$ cat src/rtl/mod_74x191_counter_pkg.sv
// Shared constants for the 74x191 presettable up/down counter.
// Direction encoding matches the D_U pin: low counts up.
package mod_74x191_counter_pkg;

  localparam int   CHIP_WIDTH = 4;
  localparam logic DIR_UP     = 1'b0;
  localparam logic DIR_DOWN   = 1'b1;

endpackage

$ cat src/rtl/mod_74x191_counter_tc_detect.sv
// Terminal-count detect for binary up/down counters.
// Flags all-ones going up and zero going down.
module mod_74x191_counter_tc_detect
  import mod_74x191_counter_pkg::*;
#(
  parameter int WIDTH = CHIP_WIDTH
) (
  input  logic [WIDTH-1:0] q,
  input  logic             d_u,
  output logic             max_min
);

  logic is_max;
  logic is_min;

  assign is_max  = (q == {WIDTH{1'b1}});
  assign is_min  = (q == {WIDTH{1'b0}});
  assign max_min = (d_u == DIR_DOWN) ? is_min : is_max;

endmodule

$ cat src/rtl/mod_74x191_counter.sv
// 74x191 presettable up/down binary counter with async clear.
// Load beats count; flags are combinational on Q, D_U and CTEN_N.
module mod_74x191_counter
  import mod_74x191_counter_pkg::*;
#(
  parameter int WIDTH = CHIP_WIDTH
) (
  input  logic             CLK,
  input  logic             CLR,
  input  logic             LOAD_N,
  input  logic             CTEN_N,
  input  logic             D_U,
  input  logic [WIDTH-1:0] D,
  output logic [WIDTH-1:0] Q,
  output logic             MAX_MIN,
  output logic             RCO_N
);

  localparam logic [WIDTH-1:0] ONE = WIDTH'(1);

  logic [WIDTH-1:0] q_r;
  logic [WIDTH-1:0] q_step;
  logic [WIDTH-1:0] q_nxt;

  // Ternaries keep an unknown control pin visible as X on Q.
  assign q_step = (D_U == DIR_DOWN) ? (q_r - ONE) : (q_r + ONE);
  assign q_nxt  = !LOAD_N ? D : (!CTEN_N ? q_step : q_r);

  always_ff @(posedge CLK or posedge CLR) begin
    if (CLR) q_r <= '0;
    else     q_r <= q_nxt;
  end

  mod_74x191_counter_tc_detect #(
    .WIDTH(WIDTH)
  ) u_tc (
    .q      (q_r),
    .d_u    (D_U),
    .max_min(MAX_MIN)
  );

  assign Q     = q_r;
  assign RCO_N = ~(MAX_MIN & ~CTEN_N);

endmodule

$ cat config.mk
export PLATFORM = sky130hd
export DESIGN_NAME = mod_74x191_counter
export DESIGN_NICKNAME = d
export VERILOG_FILES = /design/src/rtl/mod_74x191_counter_pkg.sv /design/src/rtl/mod_74x191_counter_tc_detect.sv /design/src/rtl/mod_74x191_counter.sv
export SDC_FILE = /design/constraint.sdc
export NUM_CORES = 1
export LEC_CHECK = 0
export ABC_AREA = 0
export CAP_MARGIN = 20
export CELL_PAD_IN_SITES_DETAIL_PLACEMENT = 1
export CELL_PAD_IN_SITES_GLOBAL_PLACEMENT = 1
export CORE_AREA = 2 2 39 41
export CTS_BUF_LIST = sky130_fd_sc_hd__clkbuf_8
export DETAILED_ROUTE_END_ITERATION = 16
export DIE_AREA = 0 0 41 43
export PLACE_DENSITY_LB_ADDON = 0.25
export SYNTH_ARGS = -nofsm -noshare
export SYNTH_HDL_FRONTEND = slang
export SYNTH_SLANG_ARGS = --single-unit
$ cat constraint.sdc
create_clock -name CLK -period 4.2 [get_ports CLK]
set_input_delay 0.42 -clock CLK [delete_from_list [all_inputs] [get_ports CLK]]
set_output_delay 0.42 -clock CLK [all_outputs]
set_load 0.02 [all_outputs]
==> flow_summary_export.csv <==
group,metric,value,unit
logic_synthesis,netlist_instances,37,
run_status,status,"complete, no violations",
routing,first_iter_violations,0,
logic_synthesis,synth_top_family_by_area,"simple AND/OR/NAND/NOR gates",
logic_synthesis,seq_area_frac_synth,28.3,%
timing,max_freq,415,MHz
setup_path,crit_type,"flip-flop to primary output",
cells_and_area,stdcell_count,68,
setup_path,critPathCaptureType,"primary output",
cells_and_area,ff_latch_area,100,sq um
setup_path,worstRegToRegCells,4,
cts,clockBufferDepth,2,
cells_and_area,fin_area,537,sq um
cts,worstSkewPairLatency,0.21,ns
global_route,track_usage,11.3,%
logic_synthesis,avgSynthCellArea,9.57,sq um
global_route,first_global_vias,333,
routing,vias_per_cell,4.79,
logic_synthesis,synth-compound-area-share,10.6,%
logic_synthesis,yosys.area_share.simple,21.9,%
routing,dr.pass1.iters,1,
cells_and_area,syn2layout_area_growth,51.6,%
setup_path,worstPathRequired,3.78,ns
run,cap_viol_max_count,0,
power_and_ir_drop,irDropWorstVdd,0.261,mV
cts,clkSinkCount,4,
routing,detail_route.wl_per_cell,11.3,um
routing,antenna_left,0,
logic_synthesis,synthAdderAreaFrac,12.7,%
timing,finalSetupTns,0,ns
cells_and_area,antenna_cells,0,
place,dpl-instance-area,495,sq um
logic_synthesis,yosysUniqueCellTypes,24,
setup_path,r2r-end,"Q[1]",
cells_and_area,largest_reg_flops,4,
cts,cts_root_buf,"clkbuf_8",
routing,vias,326,
cts,ctsHtreeMaxLevel,1,
cells_and_area,fin_util,38.8,%
timing,clock_skew,0.00195,ns
die,num_rows,14,
place,dp_hpwl,624,um
cells_and_area,multi_input_area,220,sq um
timing,period_share,57.4,%
logic_synthesis,synth-seq-cells,4,
setup_path,cp-start-kind,"flip-flop",
place,gp_congestion,0.707,
timing,slew_violations,0,
timing,hold_violations,0,
cts,hold_buffers,0,
die,die_y,43,um
die,start_util,25.6,%
die,die-area,1760,sq um
cts,path_clk_slew,0.03,ns
setup_path,cp.arrival,1.99,ns
timing,min_period,2.41,ns
die,die_x,41,um
setup_path,rr_startpoint,"Q[0]",
die,coreArea,1380,sq um
place,port_buffers,14,
cts,numCtsBuffers,3,
timing,holdWs,0.390,ns
power_and_ir_drop,pwr_density_cell,390,nW/um^2
logic_synthesis,synth_xor_area_share,4.95,%
routing,routed_wl,768,um
cells_and_area,fin_nets,66,
cts,cts_resized,0,
logic_synthesis,ys_warn_count,0,
global_route,grt_max_degree,11,
place,dp_cells,65,
cts,cts_tree,"yes",
setup_path,r2r_slack,2.66,ns
die,io_pins,15,
cts,post_cts_buffers,0,
timing,rsz0062_at_grt,"no",
cells_and_area,fill_cells,173,
logic_synthesis,syn-num-nets,49,
timing,maxSlewHeadroom,78.3,%
logic_synthesis,syn_area,354,sq um
global_route,grt_pass1_wl,1420,um
global_route,grt_antenna_before_repair,0,
cells_and_area,drive_above_1_share,9.62,%
routing,drc,0,
hold_path,hp-class,"primary input to asynchronous set/reset pin",
timing,tightest_slew,0.324,ns
power_and_ir_drop,leakagePower,0.228,nW
global_route,grt_overflow,0,
logic_synthesis,muxShareOfSynthArea,12.0,%
setup_path,path_max_fanout,6,
timing,setup_viol,0,
[layout by cell type (no fill, tap or decap), types with 2 or more instances in the layout]
cell type,Yosys,routed
dfrtp_1,4,4
nand3_1,3,3
clkdlybuf4s50_1,0,14
a21oi_1,2,2
clkbuf_8,0,3
mux2_2,2,2
mux2i_1,2,2
xnor2_1,2,2
inv_1,4,4
ha_1,2,2
[stage by stage]
step                      worst slack [ns]  power [mW]
after detailed placement              1.81       0.132
final                                 1.79       0.209
after CTS                             1.77       0.213
after global routing                  1.71       0.225
after floorplan                       2.09      0.0997
after global placement                1.84       0.131
[critical path, stage by stage (launching register included)]
cell	delay, ns
dfrtp_1	0.43
or4_1	0.53
mux2i_1	0.19
clkdlybuf4s50_1	0.63
[power breakdown]
part,internal [mW],switching [mW],total [mW]
registers,0.0456,0.0116,0.0572
clock network,0.0610,0.0184,0.0794
logic,0.0394,0.0335,0.0729
total,0.146,0.0635,0.209
[worst max path at each step]
stage / startpoint / to / slack [ns] / cells past startpoint
finish: Q[1] / MAX_MIN / 1.79 / 3
global route: Q[1] / MAX_MIN / 1.71 / 3
CTS: Q[1] / MAX_MIN / 1.77 / 3
detailed placement: D_U / MAX_MIN / 1.81 / 3
global placement: D_U / MAX_MIN / 1.84 / 3
floorplan: Q[1] / RCO_N / 2.09 / 3
[cell families (layout without fill, tap and decap cells)]
| logic type | after synthesis | count (layout) |
|---|---|---|
| xor+xnor | 2 | 2 |
| buf+inv | 6 | 21 |
| mux | 4 | 4 |
| simple gates | 12 | 12 |
| fa+ha+maj | 3 | 3 |
| flops | 4 | 4 |
| compound gates | 6 | 6 |
[metal layers]
metal	GRT usage, %	vias up	share of wire [%]
met4	0	0	0
met1	17.0	155	47
met2	15.9	9	48
li1	-	162	-
met3	4.71	0	5.2
met5	0	-	0
[Yosys cell counts]
master | instances | share of area (%)
nor2b_1 | 1 | 1.8
a31oi_1 | 1 | 1.8
a22o_1 | 1 | 2.5
or4b_1 | 1 | 2.8
inv_1 | 4 | 4.2
nand2b_1 | 1 | 1.8
nor2_1 | 1 | 1.1
nor4bb_1 | 1 | 2.8
o21ai_0 | 1 | 1.4
nand2_1 | 1 | 1.1
nand3_1 | 3 | 4.2
and3b_1 | 1 | 2.5
buf_4 | 1 | 2.1
ha_1 | 2 | 7.1
mux2_2 | 2 | 6.4
nand4_1 | 1 | 1.8
o211ai_1 | 1 | 2.1
dfrtp_1 | 4 | 28
a21oi_1 | 2 | 2.8
mux2i_1 | 2 | 5.7
or4_1 | 1 | 2.1
fa_1 | 1 | 5.7
buf_6 | 1 | 3.2
xnor2_1 | 2 | 4.9
[final cells by class]
cell class	count	area share, %
clock buffers	3	7.69
inverters	4	2.80
multi-input cells	27	41.0
flip-flops and latches	4	18.6
well taps	16	3.73
repair buffers	14	26.1
No activity file was read; power rests on OpenSTA's default activity.
==> edit (config.mk and constraints unchanged) <==
The package constant `CHIP_WIDTH` goes from 4 to 6.
--- a/src/rtl/mod_74x191_counter_pkg.sv
+++ b/src/rtl/mod_74x191_counter_pkg.sv
@@ -2,7 +2,7 @@
 // Direction encoding matches the D_U pin: low counts up.
 package mod_74x191_counter_pkg;
 
-  localparam int   CHIP_WIDTH = 4;
+  localparam int   CHIP_WIDTH = 6;
   localparam logic DIR_UP     = 1'b0;
   localparam logic DIR_DOWN   = 1'b1;
 
Ports: changed (resized D and Q); port bits go from 15 to 19. The function was not compared with the original's and may differ.
==> edit against the unedited design <==
Synthesized area up 55%; die area did not move; count of clock-buffer cells in the layout is the same; design area rose by 43%; wire length is 100% higher; highest routed layer is now met4; total power up 37%; sequential cell count rose by 2; worst setup slack worse by 0.23 ns; synthesized cell count rose by 73%; core utilization is 17 points higher.
==> edit: results (changes against the unedited design) <==
* Max reg flops at 6 (was 4)
* Crit-path max FO at 8 (was 6)
* DR top layer: met4 (was met3)
* Status: complete, no violations (unchanged)
* Vias at 543 (was 326)
* DRT Wirelength at 1550 um (was 768 um)
* Largest cells by area after synthesis: dfrtp_1 27%, ha_1 9.1%, nand3_1 4.6% (was dfrtp_1 28%, ha_1 7.1%, mux2_2 6.4%)
* NumNets Final at 101 (was 66)
* Dpl cells at 96 (was 65)
* Initial drt markers at 5 (was 0)
* Pleak at 0.341 nW (was 0.228 nW)
* Syn Inst Count at 64 (was 37)
* CP delay by family, top: buffers and inverters (unchanged)
* Crit-path max cell delay at 0.68 ns (was 0.63 ns)
* Fraction of area in multi-input gates at 0.462 (was 0.410)
* Routed length on met2 at 767 um (was 369 um)
* Sequential share of cell area at 0.195 (was 0.186)
* Number of flip-flops and latches at 6 (was 4)
* Synth cell types at 26 (was 24)
* Total global-route track usage at 0.217 (was 0.113)
* Multi-Input Combinational at 50 (was 27)
* Tightest Pin Transition at 0.458 ns (was 0.324 ns)
* Port Buffers at 18 (was 14)
* Antenna violations before repair at 0 (unchanged)
* Drt first pass iters at 2 (was 1)
* Non-clk invs at 6 (was 4)
* First-pass GRT wire length at 2460 um (was 1420 um)
* Non-clk buf share at 0.234 (was 0.261)
* Sequential share of the synthesized area at 0.273 (was 0.283)
* Met3 wire length at 55 um (was 40 um)
* Placed instance area at 728 sq um (was 495 sq um)
* Layout area overhead at 40.1% (was 51.6%)
* M1 WL at 693 um (was 358 um)
* Worst ir drop on vdd at 0.261 mV (about the same)
* Final std cells w/o fill at 99 (was 68)
* Layout buffer count excluding clock buffers at 18 (was 14)
* Synth cell count leaders: 6 x dfrtp_1, 6 x inv_1, 5 x nand3_1 (was 4 x dfrtp_1, 4 x inv_1, 3 x nand3_1)
* Ys async rst share at 1.00 (unchanged)
* Clock buf/inv share at 0.0537 (was 0.0769)
* Worst EP arrival at 2.23 ns (was 1.99 ns)
* Largest net degree at the start of global routing at 14 (was 11)
* GP Congestion at 0.805 (was 0.707)
* Dpl ws at 1.57 ns (was 1.81 ns)
* Worst Skew at 0.000218 ns (was 0.00195 ns)
* Syn_nets at 80 (was 49)
* Vias in the first global route at 525 (was 333)
* Post-DP HPWL at 1220 um (was 624 um)
* Fraction of layout cells with a size suffix above 1 at 0.0964 (was 0.0962)
## edit: power by group
group          total, mW  switching (mW)  internal [mW]
Sequential        0.0823          0.0150         0.0673
Clock             0.0886          0.0269         0.0618
Combinational      0.116          0.0578         0.0577
## edit: final timing paths
kind,startpoint,slack [ns],endpoint,depth (start not counted)
setup / recovery,D_U,1.55,MAX_MIN,3
hold / removal,CLR,0.43,Q[0],2
setup reg to reg,Q[0],2.47,Q[2],6
hold reg to reg,Q[5],0.64,Q[5],2
max in group asynchronous,CLR,3.56,Q[4],2
min in group CLK,Q[5],0.64,Q[5],2
## edit: layer usage
metal,GRT usage,vias up
li1,-,268
met1,0.279,253
met2,0.331,18
met3,0.0314,4
met4,0.120,0
met5,0,-
## edit: logic make-up after synthesis
| group | share of synthesized area |
|---|---|
| AOI/OAI and AO/OA | 0.173 |
| and+or+nand+nor | 0.273 |
| buffers and inverters | 0.0797 |
| adders and majority gates | 0.128 |
| muxes | 0.0410 |
| DFF | 0.273 |
| xor gates and xnor gates | 0.0319 |
